File: config.mk
export PLATFORM = sky130hd
export DESIGN_NAME = serializer
export DESIGN_NICKNAME = d
export VERILOG_FILES = /design/src/rtl/serializer_pkg.sv /design/src/rtl/serializer.sv
export SDC_FILE = /design/constraint.sdc
export NUM_CORES = 1
export LEC_CHECK = 0
export CAP_MARGIN = 10
export CORE_MARGIN = 3
export CORE_UTILIZATION = 44
export CTS_BUF_LIST = sky130_fd_sc_hd__clkbuf_16
export DETAILED_ROUTE_END_ITERATION = 8
export PLACE_DENSITY = 0.86
export SLEW_MARGIN = 30
export SYNTH_ARGS = -nofsm -noshare
export SYNTH_HDL_FRONTEND = slang
export SYNTH_SLANG_ARGS = --single-unit
File: constraint.sdc
create_clock -name clk_i -period 2.5 [get_ports clk_i]
set_input_delay 0.375 -clock clk_i [delete_from_list [all_inputs] [get_ports clk_i]]
set_output_delay 0.375 -clock clk_i [all_outputs]
set_load 0.03 [all_outputs]
File: src/rtl/serializer_pkg.sv
// rtl/serializer_pkg.sv - shared defaults, state encodings and length limits for the serializer
//
// Optional build macro used by the serializer: SERIALIZER_LSB_FIRST_EN.

package serializer_pkg;

  // Default word width and the matching width of the bit-count field.
  localparam int unsigned SER_DATA_W_DEF = 16;
  localparam int unsigned SER_MOD_W_DEF  = $clog2(SER_DATA_W_DEF) + 1;

  // Smallest bit count accepted; counts of 1 or 2 are dropped.
  localparam int unsigned SER_MIN_MOD = 3;

  // FSM state encodings.
  localparam logic [0:0] ST_IDLE  = 1'b0;
  localparam logic [0:0] ST_SHIFT = 1'b1;

endpackage

File: src/rtl/serializer.sv
// rtl/serializer.sv - parallel-to-serial converter sending the top N bits of a word, one per clock
//
// Ports:
//   clk_i           clock, all logic on the rising edge
//   srst_i          synchronous reset, active-high
//   data_i          parallel word (DATA_W bits)
//   data_mod_i      bit count from data_i[DATA_W-1] downward; 0 or >DATA_W means DATA_W, 1..2 dropped
//   data_val_i      data_i/data_mod_i valid (ignored while busy_o is high)
//   ser_data_o      serial bit, 0 whenever ser_data_val_o is low
//   ser_data_val_o  serial bit valid
//   busy_o          transfer in progress
//
// Build macro SERIALIZER_LSB_FIRST_EN: when defined the same N bits are sent
// in reverse order (data_i[DATA_W-N] first); default is MSB first.

module serializer
  import serializer_pkg::*;
#(
  parameter int unsigned DATA_W = SER_DATA_W_DEF,
  parameter int unsigned MOD_W  = $clog2(DATA_W) + 1
) (
  input  logic              clk_i,
  input  logic              srst_i,
  input  logic [DATA_W-1:0] data_i,
  input  logic [MOD_W-1:0]  data_mod_i,
  input  logic              data_val_i,
  output logic              ser_data_o,
  output logic              ser_data_val_o,
  output logic              busy_o
);

  logic [0:0]        state_q;
  logic [DATA_W-1:0] shift_q;
  logic [MOD_W-1:0]  cnt_q;

  logic [MOD_W-1:0]  n_len;
  logic              len_ok;
  logic              first_bit;
  logic [DATA_W-1:0] load_next;
  logic              next_bit;
  logic [DATA_W-1:0] shift_next;

  always_comb begin
    n_len = data_mod_i;
    if (data_mod_i == '0 || data_mod_i > MOD_W'(DATA_W)) begin
      n_len = MOD_W'(DATA_W);
    end
    len_ok = (n_len >= MOD_W'(SER_MIN_MOD));

`ifdef SERIALIZER_LSB_FIRST_EN
    // Right-align the selected N bits so the lowest of them leaves first.
    first_bit  = data_i[DATA_W - 32'(n_len)];
    load_next  = (data_i >> (MOD_W'(DATA_W) - n_len)) >> 1;
    next_bit   = shift_q[0];
    shift_next = shift_q >> 1;
`else
    first_bit  = data_i[DATA_W-1];
    load_next  = data_i << 1;
    next_bit   = shift_q[DATA_W-1];
    shift_next = shift_q << 1;
`endif
  end

  // The first bit is registered at the accepting edge itself, so the shift
  // register holds the remaining bits and cnt_q counts those still to go.
  always_ff @(posedge clk_i) begin
    if (srst_i) begin
      state_q        <= ST_IDLE;
      shift_q        <= '0;
      cnt_q          <= '0;
      ser_data_o     <= 1'b0;
      ser_data_val_o <= 1'b0;
      busy_o         <= 1'b0;
    end else begin
      case (state_q)
        ST_IDLE: begin
          ser_data_o     <= 1'b0;
          ser_data_val_o <= 1'b0;
          busy_o         <= 1'b0;
          if (data_val_i && len_ok) begin
            state_q        <= ST_SHIFT;
            shift_q        <= load_next;
            cnt_q          <= n_len - MOD_W'(1);
            ser_data_o     <= first_bit;
            ser_data_val_o <= 1'b1;
            busy_o         <= 1'b1;
          end
        end
        default: begin
          if (cnt_q == '0) begin
            state_q        <= ST_IDLE;
            ser_data_o     <= 1'b0;
            ser_data_val_o <= 1'b0;
            busy_o         <= 1'b0;
          end else begin
            shift_q        <= shift_next;
            cnt_q          <= cnt_q - MOD_W'(1);
            ser_data_o     <= next_bit;
            ser_data_val_o <= 1'b1;
            busy_o         <= 1'b1;
          end
        end
      endcase
    end
  end

endmodule

==> results, run 1 <==
- The run finished with clean final reports.
- The final HPWL from detailed placement is 1.98 mm.
- At the end of routability-driven placement, the weighted congestion stood at 0.762.
- Across the routed clock network, the largest skew measured is 0.849 ps.
- The count of buffers inserted at the top-level ports is 26.
- The number of DRC markers after the initial detailed-route iteration is 21.
- After synthesis, the largest family of logic cells by area is compound AO/OA/AOI/OAI gates.
- Static timing analysis puts the maximum clock frequency at 413 MHz.
- The final standard cell utilization of the core is 69.7%.
- The global-route met1 utilization is 21.5%.
- The critical path contains buffers and inverters numbering 2 combined.
- The number of nets produced by synthesis is 143.
- The largest driver fanout on the critical path is 3.
- In the layout the commonest cells are buf_4 (23), dfxtp_1 (22), clkdlybuf4s50_1 (22).
- The post-synthesis share of cell area spent on full adders, half adders and majority gates is 2.10%.
- Multiplexer cells account for 13.4% of the synthesized area.
- The endpoint class of the critical path is a flop.
- The worst path meets setup with 78.9 ps of slack.
- For this block, the via count after detailed routing is 1045.
- The initial standard-cell utilization of the core is 47.2%.
- Of the synthesized area, sequential elements account for 37.0%.
- The detail-routed via count per cell is 5.41.
- The xor-xnor portion of the synthesized cell area is 1.47%.
- Hold is met by 523 ps.
- In the final routed layout, each cell accounts on average for 15.3 um.
- The library cell used most frequently in the layout, excluding fill and tap cells, is buf_4.
- The final hold violation count came to 0.
- The global routing's busiest layer is met2.
- The synthesized netlist devotes 27.3% of its cell area to compound gates.
- The tree is rooted in a clkbuf_16.
- The final antenna-violating net count is 0.
- Excluding fillers, the count of instances in the completed layout stands at 193.
- The cell count after synthesis is 117.
- The number of max-cap violations is 0.
- The area of the die is 0.00337 mm2.
- In this run the core area contains 18 standard-cell rows.
- The worst pin sits at a relative slew slack of 64.7%.
- The first-pass GRT wire length is 4.88 mm.
- The core area is 0.00252 mm2.
- The share of synthesized registers carrying an async set or reset is 0%.
- The area growth from synthesis to layout is 47.7%.
- In this design, the largest share of critical-path delay is due to compound AO/OA/AOI/OAI gates.
- The post-route minimum period is 2420 ps.
- The largest vdd supply drop is 642 uV.
- The via count of the first global-routing pass is 1089.
- Before antenna repair, the detailed router went through 4 iterations.
- The count of yosys warnings during synthesis is 0.
- For this run, the slowest stage of the critical path takes 430 ps.
- The analysis attributes to cell leakage a power of 0.669 nW.
- In the global route stage, met2 resource usage came out at 33.7%.
- The worst hold-check path type is reg -> reg.
- The netlist area before placement is 0.00119 mm2.
- The clock net in this run drives a total of 22 sinks.
- The power per standard cell area is 696 mW/mm2.
- The most used flip-flop cell after synthesis is dfxtp_1.
- For this run, the post-layout net count is 190.
- The cell count after placement is 184.
- The number of antenna diodes in the final layout is 0.
- In the global route stage, met3 resource usage came out at 5.12%.
- The worst-path cell with the longest stage delay is or4_4.
- The critical path data required time is 2630 ps.
- Global routing consumed, over all layers together, 18.5% of the routing resources.
- CTS built an H-tree with a depth of 1.
- Counting along the longest clock path gives a buffer depth of 2.
- The final max-slew violation count is 0.
- STA classifies the critical path startpoint as a primary input.
- The share of the cycle needed by the critical path after routing is 96.8%.
- Each instance of the synthesized netlist takes up on average 10.2 um2.
- The clock insertion delay at the later pin of the skew report is 250 ps.
- Walking the worst path, the cells encountered are dlygate4sd2_1, or4_4, ha_4, nor2_2, a22oi_2, ha_2, buf_6, nand2_1, o31ai_2, o221a_2, a21oi_2.
- Setup violations remaining at the end of the flow were counted as 0.
- The total clock buffers created by CTS is 3.
- Prior to clock tree synthesis, the placed netlist has a worst setup slack of -540 ps.
- The number of distinct library cells after synthesis is 29.
- Data on the critical path arrives at its endpoint at 2550 ps.
- The die is 58.0 um tall.
- The initial antenna violation count is 0.
- In the final timing run, aggregate negative setup slack is 0 ps.
- The transition at the pin with the smallest max-transition slack is 528 ps.
- The width of the chip is 58.0 um.
- TritonCTS built the clock tree.
- The area share of and/or/nand/nor cells after synthesis is 12.5%.
- The proportion of layout cells with a drive suffix above 1 is 37.4%.
- After synthesis the netlist holds a flip-flop and latch count of 22.
- The total overflow reported by the global router is 0.
- After detailed routing, the total wire length is 2.95 mm.
- The I/O pin total is 27.
- By startpoint and endpoint, the worst setup path is classified as in -> reg.
- For this run, design rule violations remaining after detail routing come to 0.
- Clock-pin slew was measured on the worst setup and hold paths at 60 ps.
- The number of synthesized flops with an enable pin is 0.
- Entering global routing, the biggest net connects 37 pins.
[cell type report]
class                   count  area, um2
well taps                  30       37.5
inverters                   3       11.3
fillers                   177        763
repair buffers             51        455
clock buffers               3       75.1
multi-input cells          83        736
clock inverters             1       3.75
flip-flops and latches     22        440
[timing repair]
action / CTS / global route
pin swaps: 9 / 6
endpoints found under the setup margin: 19 / 7
setup buffers: 3 / 2
hold buffers: 0 / 0
resized for setup: 12 / 7
[power by group]
part	internal (mW)	switching (mW)	total, mW	leakage [nW]
sequential	0.407	0.0482	0.455	0.182
clock	0.213	0.117	0.330	0.0385
combinational	0.235	0.205	0.440	0.448
[worst reg2reg max path: cells and delay by family (launching register included)]
family,cells,cell delay [ps]
compound gates,4,750
fa+ha+maj,1,230
buf+inv,1,100
flops,1,650
simple gates,2,190
[Yosys cell counts, types with 3 or more instances]
| master | number | area, um2 |
|---|---|---|
| nor2_1 | 22 | 82.6 |
| mux2i_1 | 16 | 160 |
| inv_1 | 3 | 11.3 |
| buf_6 | 3 | 33.8 |
| a22oi_1 | 5 | 37.5 |
| a211oi_2 | 16 | 200 |
| dfxtp_1 | 22 | 440 |
[through the flow]
step / area (um2) / total power [mW]
final: 1760 / 1.22
after global routing: 1760 / 1.29
after CTS: 1740 / 1.22
after detailed placement: 1600 / 0.860
after global placement: 1600 / 0.833
after floorplan: 1200 / 0.720
[path summary, 6_finish.rpt]
path	startpoint	to	slack [ps]	cells past startpoint
hold / removal	shift_q[15]	ser_data_o	520	2
setup reg to reg	state_q	cnt_q[4]	460	8
hold reg to reg	shift_q[15]	ser_data_o	520	2
setup / recovery	data_mod_i[0]	cnt_q[4]	80	11
[flip-flops by register name, summed over array words and instances (netlist names)]
name        cells
cnt_q           5
shift_q        15
state_q         1
ser_data_o      1
[per-layer routing]
layer / part of all wire [%] / wire length, um
met5: 0 / 0
met4: 1.6 / 47
met2: 53 / 1570
met1: 41 / 1210
met3: 4.0 / 119
[logic make-up after synthesis]
kind of cell | after synthesis
AO/OA/AOI/OAI | 31
XOR/XNOR | 2
adder cells (fa/ha/maj) | 2
buffers and inverters | 12
flip-flops | 22
multiplexers | 16
AND/OR/NAND/NOR | 32
Note: power is estimated with default switching activity, not from simulation.
==> run 2, diff against run 1 <==
--- a/config.mk
+++ b/config.mk
@@ -6,11 +6,13 @@
 export NUM_CORES = 1
 export LEC_CHECK = 0
 export CAP_MARGIN = 10
+export CELL_PAD_IN_SITES_DETAIL_PLACEMENT = 2
+export CELL_PAD_IN_SITES_GLOBAL_PLACEMENT = 2
 export CORE_MARGIN = 3
-export CORE_UTILIZATION = 44
+export CORE_UTILIZATION = 27
 export CTS_BUF_LIST = sky130_fd_sc_hd__clkbuf_16
 export DETAILED_ROUTE_END_ITERATION = 8
-export PLACE_DENSITY = 0.86
+export PLACE_DENSITY = 0.85
 export SLEW_MARGIN = 30
 export SYNTH_ARGS = -nofsm -noshare
 export SYNTH_HDL_FRONTEND = slang
==> results, run 2 (synthesis gave the netlist of run 1 again) <==
- The clock insertion delay at the later pin of the skew report is 260 ps.
- The routability congestion estimate from global placement is 0.817.
- Once layout is complete, the utilization of the core stands at 42.8%.
- The routed layout has 1064 vias.
- In the final layout, flip-flops and latches occupy 440 um2.
- The via count of the first global-routing pass is 1231.
- STA classifies the critical path endpoint as a flop.
- The post-cts hold buffer count is 0.
- The clock period could shrink to 2410 ps.
- In this run the standard cell core region covers 0.00412 mm2.
- STA puts the critical path data arrival time at 2600 ps.
- Detailed placement ended at an HPWL of 2.81 mm.
- The CTS tree is built.
- The initial antenna violation count is 0.
- The multi-input combinational cells in the finished layout cover a total of 741 um2.
- The startpoint type of the worst setup path is a primary input.
- The slack of the critical path is 93.9 ps.
- The total global-route track usage is 15.7%.
- The net count of the finished layout is 185.
- The post-route non-filler standard cell count is 208.
- In this run the worst path has a maximum fanout of 3.
- The cell sitting at the root of the clock tree is a clkbuf_16.
- The worst-case IR drop observed on VDD is 236 uV.
- The total leakage power is 0.646 nW.
- The critical path goes through clkbuf_2, or4_4, ha_4, nor2_4, a22oi_2, ha_2, nand3_2, or4b_4, a21oi_2.
- The number of fillers in the final layout is 425.
- The final antenna-violating net count is 0.
- The wire length per cell is 18.3 um.
- The total clock buffers created by CTS is 3.
- The largest registers in the layout are shift_q: 15 flops, cnt_q: 5 flops.
- The run finished with clean final reports.
- In the layout the commonest cells are dfxtp_1 (22), clkdlybuf4s50_1 (22), nor2_1 (21).
- The die covers 0.00524 mm2.
- The proportion of layout cells with a drive suffix above 1 is 36.7%.
- The post-detailed-route DRC marker count is 0.
- Setup repair after global routing left no endpoint under its margin.
- The critical path data required time is 2690 ps.
- The total overflow reported by the global router is 0.
- Counting every sink on the clock net gives 22.
- The clock-pin slew on the worst setup and hold paths is 60 ps.
- The number of max-cap violations is 0.
- After detailed placement, the total cell area comes to 0.00159 mm2.
- The register with the most flip-flops in the layout has 15 of them.
- The y dimension of the die is 72.4 um.
- The width of the chip is 72.4 um.
- Static timing analysis puts the maximum clock frequency at 416 MHz.
- After detailed routing, the number of vias per cell comes to 5.12.
- The worst hold-check path type is reg -> reg.
- In this run the deepest clock path goes through 2 buffers.
- Row generation in the floorplan step produced 23 rows.
- The worst-path cell with the longest stage delay is or4_4.
- The area growth from synthesis to layout is 48.0%.
- Dividing total power by cell area gives a power density of 760 mW/mm2.
- CTS built an H-tree with a depth of 1.
- For this run, the slowest stage of the critical path takes 540 ps.
- Input and output buffers added on the ports amount to 26.
- For this design the top-level I/O count stands at 27.
- The largest register by flop count is shift_q.
- The number of antenna diodes is 0.
- Entering global routing, the biggest net connects 23 pins.
- With fillers left out, the area of the finished cells amounts to 0.00176 mm2.
- The initial standard-cell utilization of the core is 28.9%.
- The cell count after placement is 201.
- The first-pass GRT wire length is 6.32 mm.
- In this run, the number of DRC markers left after iteration 0 of detailed routing was 22.
- The transition at the pin with the smallest max-transition slack is 589 ps.
- Adding up every negative setup slack in the final design gives 0 ps.
- The first-pass iteration count of the detailed router is 2.
- The final max-slew violation count is 0.
- The final number of setup-violating endpoints is 0.
- OpenSTA, run right after detailed placement, puts the worst setup slack at -683 ps.
- The worst clock skew is 3.00 ps.
- The critical path start-end classification is in -> reg.
- The final hold violation count is 0.
- Headroom to the max-slew limit came out at 60.7%.
- The final critical path takes up 96.2% of the cycle.
- The final layout contains routed wiring with a total length of 3.81 mm.
-- run 2: timing repair --
action	4_1_cts	5_1_grt
buffers inserted	2	1
pin swaps	7	5
resized for setup	13	12
setup endpoints to repair	21	20
gates cloned	0	0
-- run 2: cell type report --
cell class                      instances  area share (%)
Tap cell                               50            3.55
Multi-Input combinational cell         83            42.0
Clock inverter                          1            1.70
Sequential cell                        22            25.0
Timing Repair Buffer                   46            22.9
Clock buffer                            3            4.26
Inverter                                3           0.639
-- run 2: per-stage QoR --
| step | power, mW | hold WS (ps) |
|---|---|---|
| 2_1_floorplan | 0.720 | 440 |
| 4_1_cts | 1.34 | 552 |
| 3_5_place_dp | 0.858 | 534 |
| 5_1_grt | 1.42 | 569 |
| 3_3_place_gp | 0.821 | 514 |
| 6_report | 1.34 | 541 |
-- run 2: worst paths after layout --
path	startpoint	end	slack, ps	depth (start not counted)
setup / recovery	data_mod_i[3]	cnt_q[4]	90	9
hold / removal	shift_q[10]	shift_q[10]	540	2
setup reg to reg	state_q	cnt_q[4]	440	6
hold reg to reg	shift_q[10]	shift_q[10]	540	2
-- run 2: worst max-delay path: cells and delay by family --
kind | cells | cell delay, ps
AND/OR/NAND/NOR | 4 | 1200
adder cells (fa/ha/maj) | 2 | 560
buffers and inverters | 1 | 100
AO/OA/AOI/OAI | 2 | 370
-- run 2: per-layer routing --
metal	share of wire, %	track usage, %	wire (um)	vias up
met1	36	16.0	1370	529
met5	0	0	0	-
met2	60	32.6	2290	18
met4	1.3	3.89	51	0
li1	-	-	-	513
met3	2.6	2.22	99	4
-- run 2: where the power goes --
group	leakage, nW	total [mW]	internal, mW	switching (mW)
sequential	0.182	0.458	0.407	0.0516
combinational	0.413	0.427	0.216	0.210
clock	0.0511	0.454	0.318	0.136
==> run 3, diff against run 2 <==
--- a/config.mk
+++ b/config.mk
@@ -8,10 +8,10 @@
 export CAP_MARGIN = 10
 export CELL_PAD_IN_SITES_DETAIL_PLACEMENT = 2
 export CELL_PAD_IN_SITES_GLOBAL_PLACEMENT = 2
-export CORE_MARGIN = 3
 export CORE_UTILIZATION = 27
 export CTS_BUF_LIST = sky130_fd_sc_hd__clkbuf_16
 export DETAILED_ROUTE_END_ITERATION = 8
+export MAX_ROUTING_LAYER = met4
 export PLACE_DENSITY = 0.85
 export SLEW_MARGIN = 30
 export SYNTH_ARGS = -nofsm -noshare
==> results, run 3 (synthesis gave the netlist of run 1 again) <==
- The run finished with clean final reports.
- At the end of the flow the core is filled with cells to 43.2%.
- Setup repair after global routing left no endpoint under its margin.
- The worst hold-check path type is reg -> reg.
- The worst path meets setup with 113 ps of slack.
- The sequential share of power is 36.9%.
- IR analysis of the VDD net gives a maximum drop of 284 uV.
- The highest clock frequency the design can meet is 419 MHz.
- The met2 usage in global routing is 33.6%.
- The number of fillers in the final layout is 443.
- The maximum clock insertion buffer count is 2.
- For the worst setup path, the data required time is 2700 ps.
- In this run the most critical hold path is launched from shift_q[7].
- The cell count after placement is 205.
- The via count is 1079.
- Along the worst hold path, the cell count comes to 2.
- Timing analysis after detailed placement gives a worst setup slack of -587 ps.
- Leaving out fill and tap cells, the most frequent cell in the layout is buf_4.
- The initial antenna violation count is 0.
- In the final layout, the registers with the most flip-flops are shift_q: 15 flops, cnt_q: 5 flops.
- The I/O pin total is 27.
- Of the total power, the clock network draws 27.8%.
- After detailed routing, the average wire length per cell comes to 17.1 um.
- The internal power is 850 uW.
- In the finished design, the share of the clock period the worst path needs comes to 95.5%.
- For the worst-skew pair, the clock arrives at the later sink with an insertion delay of 260 ps.
- The number of max-cap violations is 0.
- The sink count of the clock tree is 22.
- The worst reg2reg path endpoint is cnt_q[4].
- The final max-slew violation count is 0.
- The worst clock skew is 7.24 ps.
- Global routing used 17.7% of the available met1 tracks.
- The final HPWL from detailed placement is 2.59 mm.
- The area of the die is 0.00468 mm2.
- In the layout the commonest cells are buf_4 (23), dfxtp_1 (22), clkdlybuf4s50_1 (22).
- The cell area after layout is 0.00178 mm2.
- The first-pass GRT wire length is 5.75 mm.
- The total global-route track usage is 17.8%.
- In this run the worst path has a maximum fanout of 3.
- The number of nets in the final layout is 189.
- Summed over all cells, the static leakage comes to 0.655 nW.
- The final sum of negative setup slack is 0 ps.
- The switching power as a share of total power is 31.5%.
- Clock-pin slew was measured on the worst setup and hold paths at 60 ps.
- Power spread over the standard cell area amounts to 698 mW/mm2.
- The cell type group with the largest total delay on the critical path is simple AND/OR/NAND/NOR gates.
- The hold slack is 534 ps.
- The post-route non-filler standard cell count is 212.
- After global routing the overflow that remains totals 0.
- The total power draw is 1.24 mW.
- Once the floorplan was initialized, standard cells occupied 28.9% of the core.
- The beginning of the worst register-to-register path is state_q.
- After detailed routing, the number of remaining DRC violations is 0.
- The signal on the critical path passes through dlygate4sd2_1, or4_4, ha_4, nor2_2, a22oi_2, ha_2, nand3_2, or4b_4, a21oi_2.
- The endpoint class of the critical path is a flop.
- The transition at the pin with the smallest max-transition slack is 546 ps.
- Setup violations remaining at the end of the flow were counted as 0.
- The first-pass iteration count of the detailed router is 2.
- The most critical setup path has its startpoint at data_mod_i[1].
- The number of flip-flops under the largest register name is 15.
- The y dimension of the die is 68.4 um.
- The worst hold path terminates at shift_q[7].
- CTS built an H-tree with a depth of 1.
- After detailed placement, the total cell area comes to 0.00163 mm2.
- In this design, the stage delay of the slowest critical-path cell is 490 ps.
- The worst-path cell with the longest stage delay is or4b_4.
- The via count of the first global-routing pass came to 1216.
- Buffers inserted to repair hold after CTS numbered 0.
- The core area is 0.00412 mm2.
- Across all register-to-register paths, the minimum setup slack is 480 ps.
- The number of buffers and inverters on the critical path is 1.
- The buffer cell driving the clock tree root is clkbuf_16.
- The multi-input combinational cells in the finished layout cover a total of 747 um2.
- In the final layout, flip-flops and latches occupy 440 um2.
- The largest register by flop count is shift_q.
- For this design the total switching power over the nets is 391 uW.
- The met3 layer usage reported by global route is 2.50%.
- Cells with a size suffix above 1 make up 38.3% of the layout.
- The startpoint type of the worst setup path is a primary input.
- The repair_antennas step left the layout with diodes totalling 0.
- The detailed router finished its first iteration with 13 violations.
- The width of the chip is 68.4 um.
- Using the TritonRoute via totals, the vias-per-cell ratio works out to 5.09.
- The worst setup path is of the in -> reg kind.
- During placement, the flow inserted port buffers numbering 26.
- The maximum number of pins on one net before global-route repair is 37.
- The total clock buffers created by CTS is 3.
- The critical path data arrival time is 2580 ps.
- After floorplanning, the core was divided into 23 placement rows.
- The worst reg2reg path depth is 6.
- In this run, the combinational gates consume 35.3% of the power.
- TritonCTS built the clock tree.
- The final hold violation count is 0.
- The final antenna-violating net count is 0.
- The global routing's busiest layer is met2.
- The final layout contains routed wiring with a total length of 3.62 mm.
- Routability-driven placement finished with a final weighted congestion of 0.809.
- Measured against its own limit, the worst slew margin works out to 63.5%.
- The worst path needs 2390 ps of the cycle, external delays included.
- From synthesis to final layout, the design area changed by 49.2%.
==> run 3: cell count changes in the layout (fill, tap and decap cells not counted), sizes merged <==
cell           change
buf                +4
bufinv             -1
clkdlybuf4s15      -1
clkinv             +1
dlygate4sd2        +1
==> run 3: worst register-to-register path: cells and delay by family (launching register included) <==
| family | cells | cell delay (ps) |
|---|---|---|
| AOI/OAI and AO/OA | 2 | 340 |
| adders and majority gates | 1 | 250 |
| DFF | 1 | 660 |
| and+or+nand+nor | 3 | 710 |
==> run 3: metal layers <==
metal  up-vias  share of wire (%)
met5         -                  0
li1        522                  -
met1       524                 39
met2        24                 56
met3         9                2.9
met4         0                2.5
==> run 3: how the worst max path moves through the flow <==
stage                     to  slack [ps]  depth (start not counted)
floorplan           cnt_q[4]          20                          8
global placement    cnt_q[4]        -420                          9
detailed placement  cnt_q[4]        -590                          9
CTS                 cnt_q[4]          10                          9
global route        cnt_q[4]          30                          9
finish              cnt_q[4]         110                          9
==> run 3: area by class of cell <==
| class | instances | share of cell area [%] |
|---|---|---|
| Timing Repair Buffer | 50 | 24.6 |
| Sequential cell | 22 | 24.8 |
| Clock inverter | 1 | 0.211 |
| Clock buffer | 3 | 4.23 |
| Inverter | 3 | 0.634 |
| Multi-Input combinational cell | 83 | 42.0 |
| Tap cell | 50 | 3.52 |
==> run 3: power groups by stage <==
stage | Sequential (mW) | Combinational, mW | Clock [mW]
5_1_grt | 0.465 | 0.477 | 0.369
6_report | 0.458 | 0.437 | 0.345
3_5_place_dp | 0.459 | 0.415 | 0
2_1_floorplan | 0.447 | 0.273 | 0
3_3_place_gp | 0.452 | 0.390 | 0
4_1_cts | 0.453 | 0.434 | 0.354
==> run 3: timing repair <==
item | CTS | global route
gates resized for setup | 11 | 12
pin swaps | 8 | 8
buffers inserted | 3 | 0
endpoints found under the setup margin | 21 | 1
